## src/rtl/apb_bridge_pkg.sv

```systemverilog
// Shared definitions for the AHB-Lite to APB4 bridge: FSM state encoding
// and AHB bus constants.
package apb_bridge_pkg;

  typedef enum logic [2:0] {
    ST_IDLE   = 3'd0,
    ST_SETUP  = 3'd1,
    ST_ACCESS = 3'd2,
    ST_ERR1   = 3'd3,
    ST_DONE   = 3'd4
  } state_e;

  localparam logic [1:0] HTRANS_IDLE   = 2'b00;
  localparam logic [1:0] HTRANS_BUSY   = 2'b01;
  localparam logic [1:0] HTRANS_NONSEQ = 2'b10;
  localparam logic [1:0] HTRANS_SEQ    = 2'b11;

  localparam logic [2:0] HSIZE_BYTE = 3'd0;
  localparam logic [2:0] HSIZE_HALF = 3'd1;
  localparam logic [2:0] HSIZE_WORD = 3'd2;

  localparam logic HRESP_OKAY  = 1'b0;
  localparam logic HRESP_ERROR = 1'b1;

endpackage

```

## src/rtl/apb_strb_gen.sv

```systemverilog
// APB write-strobe generator.
//   hsize_i   : captured AHB transfer size
//   addr_lo_i : captured address bits [1:0]
//   write_i   : captured write flag (reads produce no strobes)
//   strb_o    : byte-lane strobes
module apb_strb_gen
  import apb_bridge_pkg::*;
(
  input  logic [2:0] hsize_i,
  input  logic [1:0] addr_lo_i,
  input  logic       write_i,
  output logic [3:0] strb_o
);

  always_comb begin
    strb_o = 4'h0;
    if (write_i) begin
      case (hsize_i)
        HSIZE_BYTE: strb_o = 4'b0001 << addr_lo_i;
        HSIZE_HALF: strb_o = 4'b0011 << {addr_lo_i[1], 1'b0};
        // Word and the unsupported wider sizes drive all lanes.
        default:    strb_o = 4'hF;
      endcase
    end
  end

endmodule

```

## src/rtl/ahb_to_apb_bridge.sv

```systemverilog
// AHB-Lite slave to APB4 master bridge. Each accepted NONSEQ/SEQ transfer
// becomes one APB SETUP+ACCESS pair; AHB is stalled via HREADYOUT and a
// PSLVERR turns into a two-cycle AHB ERROR response when P_ERR_EN is set.
//   AHB side : HSEL/HADDR/HTRANS/HWRITE/HSIZE/HPROT/HWDATA/HREADY in,
//              HREADYOUT/HRESP/HRDATA out
//   APB side : PSEL/PENABLE/PADDR/PWRITE/PWDATA/PSTRB/PPROT out,
//              PREADY/PRDATA/PSLVERR in
module ahb_to_apb_bridge
  import apb_bridge_pkg::*;
#(
  parameter int unsigned ADDRWIDTH = 32,
  parameter bit          P_ERR_EN  = 1'b1
) (
  input  logic                 HCLK,
  input  logic                 HRESETn,
  input  logic                 HSEL,
  input  logic [ADDRWIDTH-1:0] HADDR,
  input  logic [1:0]           HTRANS,
  input  logic                 HWRITE,
  input  logic [2:0]           HSIZE,
  input  logic [3:0]           HPROT,
  input  logic [31:0]          HWDATA,
  input  logic                 HREADY,
  output logic                 HREADYOUT,
  output logic                 HRESP,
  output logic [31:0]          HRDATA,
  output logic                 PSEL,
  output logic                 PENABLE,
  output logic [ADDRWIDTH-1:0] PADDR,
  output logic                 PWRITE,
  output logic [31:0]          PWDATA,
  output logic [3:0]           PSTRB,
  output logic [2:0]           PPROT,
  input  logic                 PREADY,
  input  logic [31:0]          PRDATA,
  input  logic                 PSLVERR
);

  state_e                 state_q, state_d;
  logic [ADDRWIDTH-1:0]   addr_q;
  logic                   write_q;
  logic [2:0]             size_q;
  logic [2:0]             prot_q;
  logic [31:0]            hrdata_q, hrdata_d;
  logic                   psel_q, psel_d;
  logic                   penable_q, penable_d;
  logic                   hreadyout_q, hreadyout_d;
  logic                   hresp_q, hresp_d;
  logic                   accept;
  logic                   load;
  logic                   unused_hprot;

  assign unused_hprot = ^HPROT[3:2];

  assign accept = HSEL & HREADY & HTRANS[1];
  // A new address phase can only be taken while the bridge is ready.
  assign load   = accept & ((state_q == ST_IDLE) | (state_q == ST_DONE));

  always_comb begin
    state_d  = state_q;
    hrdata_d = hrdata_q;
    case (state_q)
      ST_IDLE:   if (accept) state_d = ST_SETUP;
      ST_SETUP:  state_d = ST_ACCESS;
      ST_ACCESS: begin
        if (PREADY) begin
          if (!write_q) hrdata_d = PRDATA;
          state_d = (PSLVERR && P_ERR_EN) ? ST_ERR1 : ST_DONE;
        end
      end
      ST_ERR1:   state_d = ST_DONE;
      ST_DONE:   state_d = accept ? ST_SETUP : ST_IDLE;
      default:   state_d = ST_IDLE;
    endcase

    // Outputs are registered from the next state so they switch glitch-free.
    psel_d      = (state_d == ST_SETUP) | (state_d == ST_ACCESS);
    penable_d   = (state_d == ST_ACCESS);
    hreadyout_d = (state_d == ST_IDLE) | (state_d == ST_DONE);
    // ERROR lasts for ERR1 and the DONE cycle that immediately follows it.
    hresp_d     = (state_d == ST_ERR1) | ((state_q == ST_ERR1) & (state_d == ST_DONE));
  end

  always_ff @(posedge HCLK or negedge HRESETn) begin
    if (!HRESETn) begin
      state_q     <= ST_IDLE;
      addr_q      <= '0;
      write_q     <= 1'b0;
      size_q      <= 3'd0;
      prot_q      <= 3'd0;
      hrdata_q    <= 32'h0;
      psel_q      <= 1'b0;
      penable_q   <= 1'b0;
      hreadyout_q <= 1'b1;
      hresp_q     <= HRESP_OKAY;
    end else begin
      state_q     <= state_d;
      hrdata_q    <= hrdata_d;
      psel_q      <= psel_d;
      penable_q   <= penable_d;
      hreadyout_q <= hreadyout_d;
      hresp_q     <= hresp_d;
      if (load) begin
        addr_q  <= HADDR;
        write_q <= HWRITE;
        size_q  <= HSIZE;
        prot_q  <= {~HPROT[0], 1'b0, HPROT[1]};
      end
    end
  end

  apb_strb_gen u_strb_gen (
    .hsize_i   (size_q),
    .addr_lo_i (addr_q[1:0]),
    .write_i   (write_q),
    .strb_o    (PSTRB)
  );

  assign HREADYOUT = hreadyout_q;
  assign HRESP     = hresp_q;
  assign HRDATA    = hrdata_q;
  assign PSEL      = psel_q;
  assign PENABLE   = penable_q;
  assign PADDR     = addr_q;
  assign PWRITE    = write_q;
  assign PWDATA    = HWDATA;
  assign PPROT     = prot_q;

endmodule
```

## config.mk

```make
export PLATFORM = sky130hd
export DESIGN_NAME = ahb_to_apb_bridge
export DESIGN_NICKNAME = d
export VERILOG_FILES = /design/src/rtl/apb_bridge_pkg.sv /design/src/rtl/apb_strb_gen.sv /design/src/rtl/ahb_to_apb_bridge.sv
export SDC_FILE = /design/constraint.sdc
export NUM_CORES = 1
export LEC_CHECK = 0
export CORE_ASPECT_RATIO = 0.8
export CORE_UTILIZATION = 37
export CTS_BUF_LIST = sky130_fd_sc_hd__clkbuf_4 sky130_fd_sc_hd__clkbuf_8
export CTS_CLUSTER_SIZE = 28
export DETAILED_ROUTE_END_ITERATION = 6
export GPL_ROUTABILITY_DRIVEN = 0
export PLACE_DENSITY = 0.85
export SLEW_MARGIN = 20
export SYNTH_ARGS = -nofsm -noshare
export SYNTH_HDL_FRONTEND = slang
export SYNTH_SLANG_ARGS = --single-unit
```

## constraint.sdc

```tcl
create_clock -name HCLK -period 2 [get_ports HCLK]
set_input_delay 0.4 -clock HCLK [delete_from_list [all_inputs] [get_ports HCLK]]
set_output_delay 0.4 -clock HCLK [all_outputs]
set_load 0.005 [all_outputs]
```

==> impl_metrics.tcl <==
set metrics [dict create \
    run_status "finished, final reports clean" \
    cts_inserted_buffers 9 \
    initial_core_util_pct 38.1 \
    measured_slew_at_the_worst_slew_check_pin_ns 0.515 \
    syn_area_sq_mm 0.00322 \
    track_usage_pct 16.2 \
    antenna_found_initial 0 \
    dp_slack_ns 0.0781 \
    worstReg2RegEnd "HRDATA[0]$_DFFE_PN0P_" \
    num_io_pins 220 \
    critPathCaptureType "primary output" \
    synth-warning-count 0 \
    clock_latency_on_the_worst_skew_pair_ns 0.33 \
    post-place-cells 448 \
    cts.htree.levels 3 \
    synth.mux.area_fraction_pct 24.4 \
    hold_class "input port to asynchronous set/reset pin" \
    period_minus_slack_ns 1.89 \
    nFillCells 717 \
    post_synthesis_simple_gate_area_fraction_pct 3.22 \
    cellLeakagePower_nw 2.07 \
    critPathCapture "PSTRB[1]" \
    grt_pass1_wl_um 11300 \
    timing_max_transition_violations_final 0 \
    multi_input_area_sq_um 982 \
    relSlewSlack_pct 65.7 \
    fmax_mhz 528 \
    main_combinational_cell_family_by_area_after_synthesis "multiplexers" \
    postSynthCellCount 221 \
    vias_per_cell 4.58 \
    clk_transition_reported_paths_ns 0.08 \
    synth_adder_area_share_pct 0 \
    worstSetupStartpoint "PADDR[0]$_DFFE_PN0P_" \
    synth-xor-area-share_pct 0 \
    placement.cell_area_sq_mm 0.00464 \
    power_density_over_the_cells_mw_per_mm2 1400 \
    critical_path.max_fanout 5 \
    drt_iter0_drc 46 \
    floorplan.core_area_sq_mm 0.00845 \
    routedWlPerCell_um 15.3 \
    route.vias.total 2135 \
    drt_drc_violations_left 0 \
    reg2reg_depth 4 \
    number_of_hold_violations_in_the_final_report 0 \
    regArea_sq_mm 0.00193 \
    detail_route.wirelength_um 7150 \
    die_y_um 85.4 \
    first_global_vias 2306 \
    grt_max_degree 42 \
    antenna_left 0 \
    cts_tree "yes" \
    power.ir.vdd_worst_mv 0.635 \
    cts.hold.buffers_added 0 \
    synthesis_to_layout_area_growth_pct 51.2 \
    cp_data_arrival_time_ns 1.49 \
    synth-main-ff-cell "sky130_fd_sc_hd__dfrtp_1" \
    finalNonFillerCells 466 \
    grt_overflow_total 0 \
    synth_edf_count 0 \
    syn_area_per_cell_sq_um 14.6 \
    synth.distinct_cells 23 \
    setup-violations-final 0 \
    share_of_cells_above_drive_strength_1_pct 27.7 \
    reg2reg_slack_ns 0.36 \
    io_buffers 151 \
    synth_compound_area_share_pct 2.53 \
    floorplan.rows 30 \
    ys_seq_area_share_pct 59.9 \
    fin_crit_sh_pct 94.7 \
    fp.dieW_um 106 \
    synth.ff_latch_count 77 \
    drv.max_cap_violation_count 0 \
    postLayoutSetupSlackWorst_ns 0.105 \
    fin_area_sq_mm 0.00487 \
    clkSinkCount 77 \
    num_antenna_cells 0 \
    r2r_start "state_q[0]$_DFF_PN0_" \
    detailed_place_hpwl_um 5250 \
    ctsLongestPathBuffers 2 \
    drt_first_pass_iters 4 \
    totalNegativeSetupSlack_ns 0 \
    floorplan.die_area_sq_mm 0.00908 \
    post-layout-total-power_mw 6.83 \
    clock-root-buffer "sky130_fd_sc_hd__clkbuf_8" \
    worstSetupStartpointType "flip-flop" \
    ys_async_sr_fraction_pct 100 \
    synthesized_nets 333 \
    grt_setup_unrepaired "no" \
    worst_ep_required_time_ns 1.60 \
    clock_skew_ns 0.00632 \
    critical_path_class "flip-flop to primary output" \
    layout.nets 462 \
]
## flip-flops by register name (all words and copies together) (netlist names)
| signal | cells |
|---|---|
| size_q | 3 |
| PWRITE | 1 |
| state_q | 3 |
| PPROT | 2 |
| HRESP | 1 |
| HRDATA | 32 |
| HREADYOUT | 1 |
| PADDR | 32 |
| PSEL | 1 |
| PENABLE | 1 |
## critical path, stage by stage, from the launching register on
cell	delay, ns
sky130_fd_sc_hd__dfrtp_1	0.43
sky130_fd_sc_hd__buf_4	0.16
sky130_fd_sc_hd__nor2_1	0.07
sky130_fd_sc_hd__o21ai_0	0.07
sky130_fd_sc_hd__and2_1	0.17
sky130_fd_sc_hd__dlygate4sd2_1	0.26
## synth_stat cells (2+ instances only)
cell type,n,area [sq um]
sky130_fd_sc_hd__dfrtp_1,76,1900
sky130_fd_sc_hd__mux2_2,69,777
sky130_fd_sc_hd__buf_4,33,248
sky130_fd_sc_hd__nor2_1,7,26.3
sky130_fd_sc_hd__o21ai_0,5,25.0
sky130_fd_sc_hd__buf_2,4,20.0
sky130_fd_sc_hd__inv_1,4,15.0
sky130_fd_sc_hd__a21boi_0,3,22.5
sky130_fd_sc_hd__buf_6,3,33.8
sky130_fd_sc_hd__a21oi_1,2,10.0
sky130_fd_sc_hd__and2_1,2,12.5
sky130_fd_sc_hd__nand2_1,2,7.51
## power breakdown
part	internal [mW]	total, mW	switching (mW)
clock network	0.634	1.17	0.537
registers	2.32	2.77	0.443
logic	2.08	2.90	0.816
total	5.04	6.83	1.80
## worst min path at each step
stage	end	slack (ns)	depth (start not counted)
finish	HRDATA[11]$_DFFE_PN0P_	0.03	1
global route	HRDATA[11]$_DFFE_PN0P_	0.06	1
CTS	HRDATA[11]$_DFFE_PN0P_	0.04	1
floorplan	HRDATA[0]$_DFFE_PN0P_	0.10	0
global placement	HRDATA[11]$_DFFE_PN0P_	0.40	1
detailed placement	HRDATA[12]$_DFFE_PN0P_	0.42	1
## cell type report
cell class	count	share of cell area (%)
Clock buffer	11	3.11
Clock inverter	4	0.976
Inverter	4	0.308
Multi-Input combinational cell	100	20.2
Sequential cell	77	39.6
Tap cell	112	2.88
Timing Repair Buffer	158	33.0
## cell usage in the layout, fill, tap and decap left out, types with 3 or more instances in the layout
master                            Yosys  layout
sky130_fd_sc_hd__o21ai_0              5       5
sky130_fd_sc_hd__inv_1                4       4
sky130_fd_sc_hd__nor2_1               7       6
sky130_fd_sc_hd__buf_12               0       3
sky130_fd_sc_hd__mux2_2              69      69
sky130_fd_sc_hd__buf_4               33       5
sky130_fd_sc_hd__dfrtp_1             76      75
sky130_fd_sc_hd__dlymetal6s2s_1       0       3
sky130_fd_sc_hd__clkbuf_8             0      11
sky130_fd_sc_hd__clkdlybuf4s50_1      0     146
## timing repair
action | 4_1_cts | 5_1_grt
setup buffers | 3 | 0
pin swaps | 1 | 2
cloned | 0 | 0
setup endpoints to repair | 4 | 3
gates resized for setup | 5 | 4
## routing by layer
| metal | part of all wire, % | vias up | global-route usage (%) |
|---|---|---|---|
| met5 | 0 | - | 0 |
| met4 | 0.96 | 0 | 4.92 |
| met3 | 8.6 | 12 | 5.99 |
| met2 | 51 | 99 | 28.3 |
| met1 | 39 | 1049 | 18.3 |
| li1 | - | 975 | - |
## kinds of logic (layout without fill, tap and decap cells)
family	count (synthesis)	after routing
AO/OA/AOI/OAI	13	13
buffers and inverters	44	177
flip-flops	77	77
multiplexers	70	70
other	1	1
AND/OR/NAND/NOR	16	16
## per-stage QoR
stage / util, % / hold slack, ns
2_1_floorplan: - / 0.104
3_3_place_gp: 54.9 / 0.404
3_5_place_dp: 54.9 / 0.415
4_1_cts: 57.5 / 0.0353
5_1_grt: 57.7 / 0.0646
6_report: 57.7 / 0.0321
(Power assumes the default switching activity.)
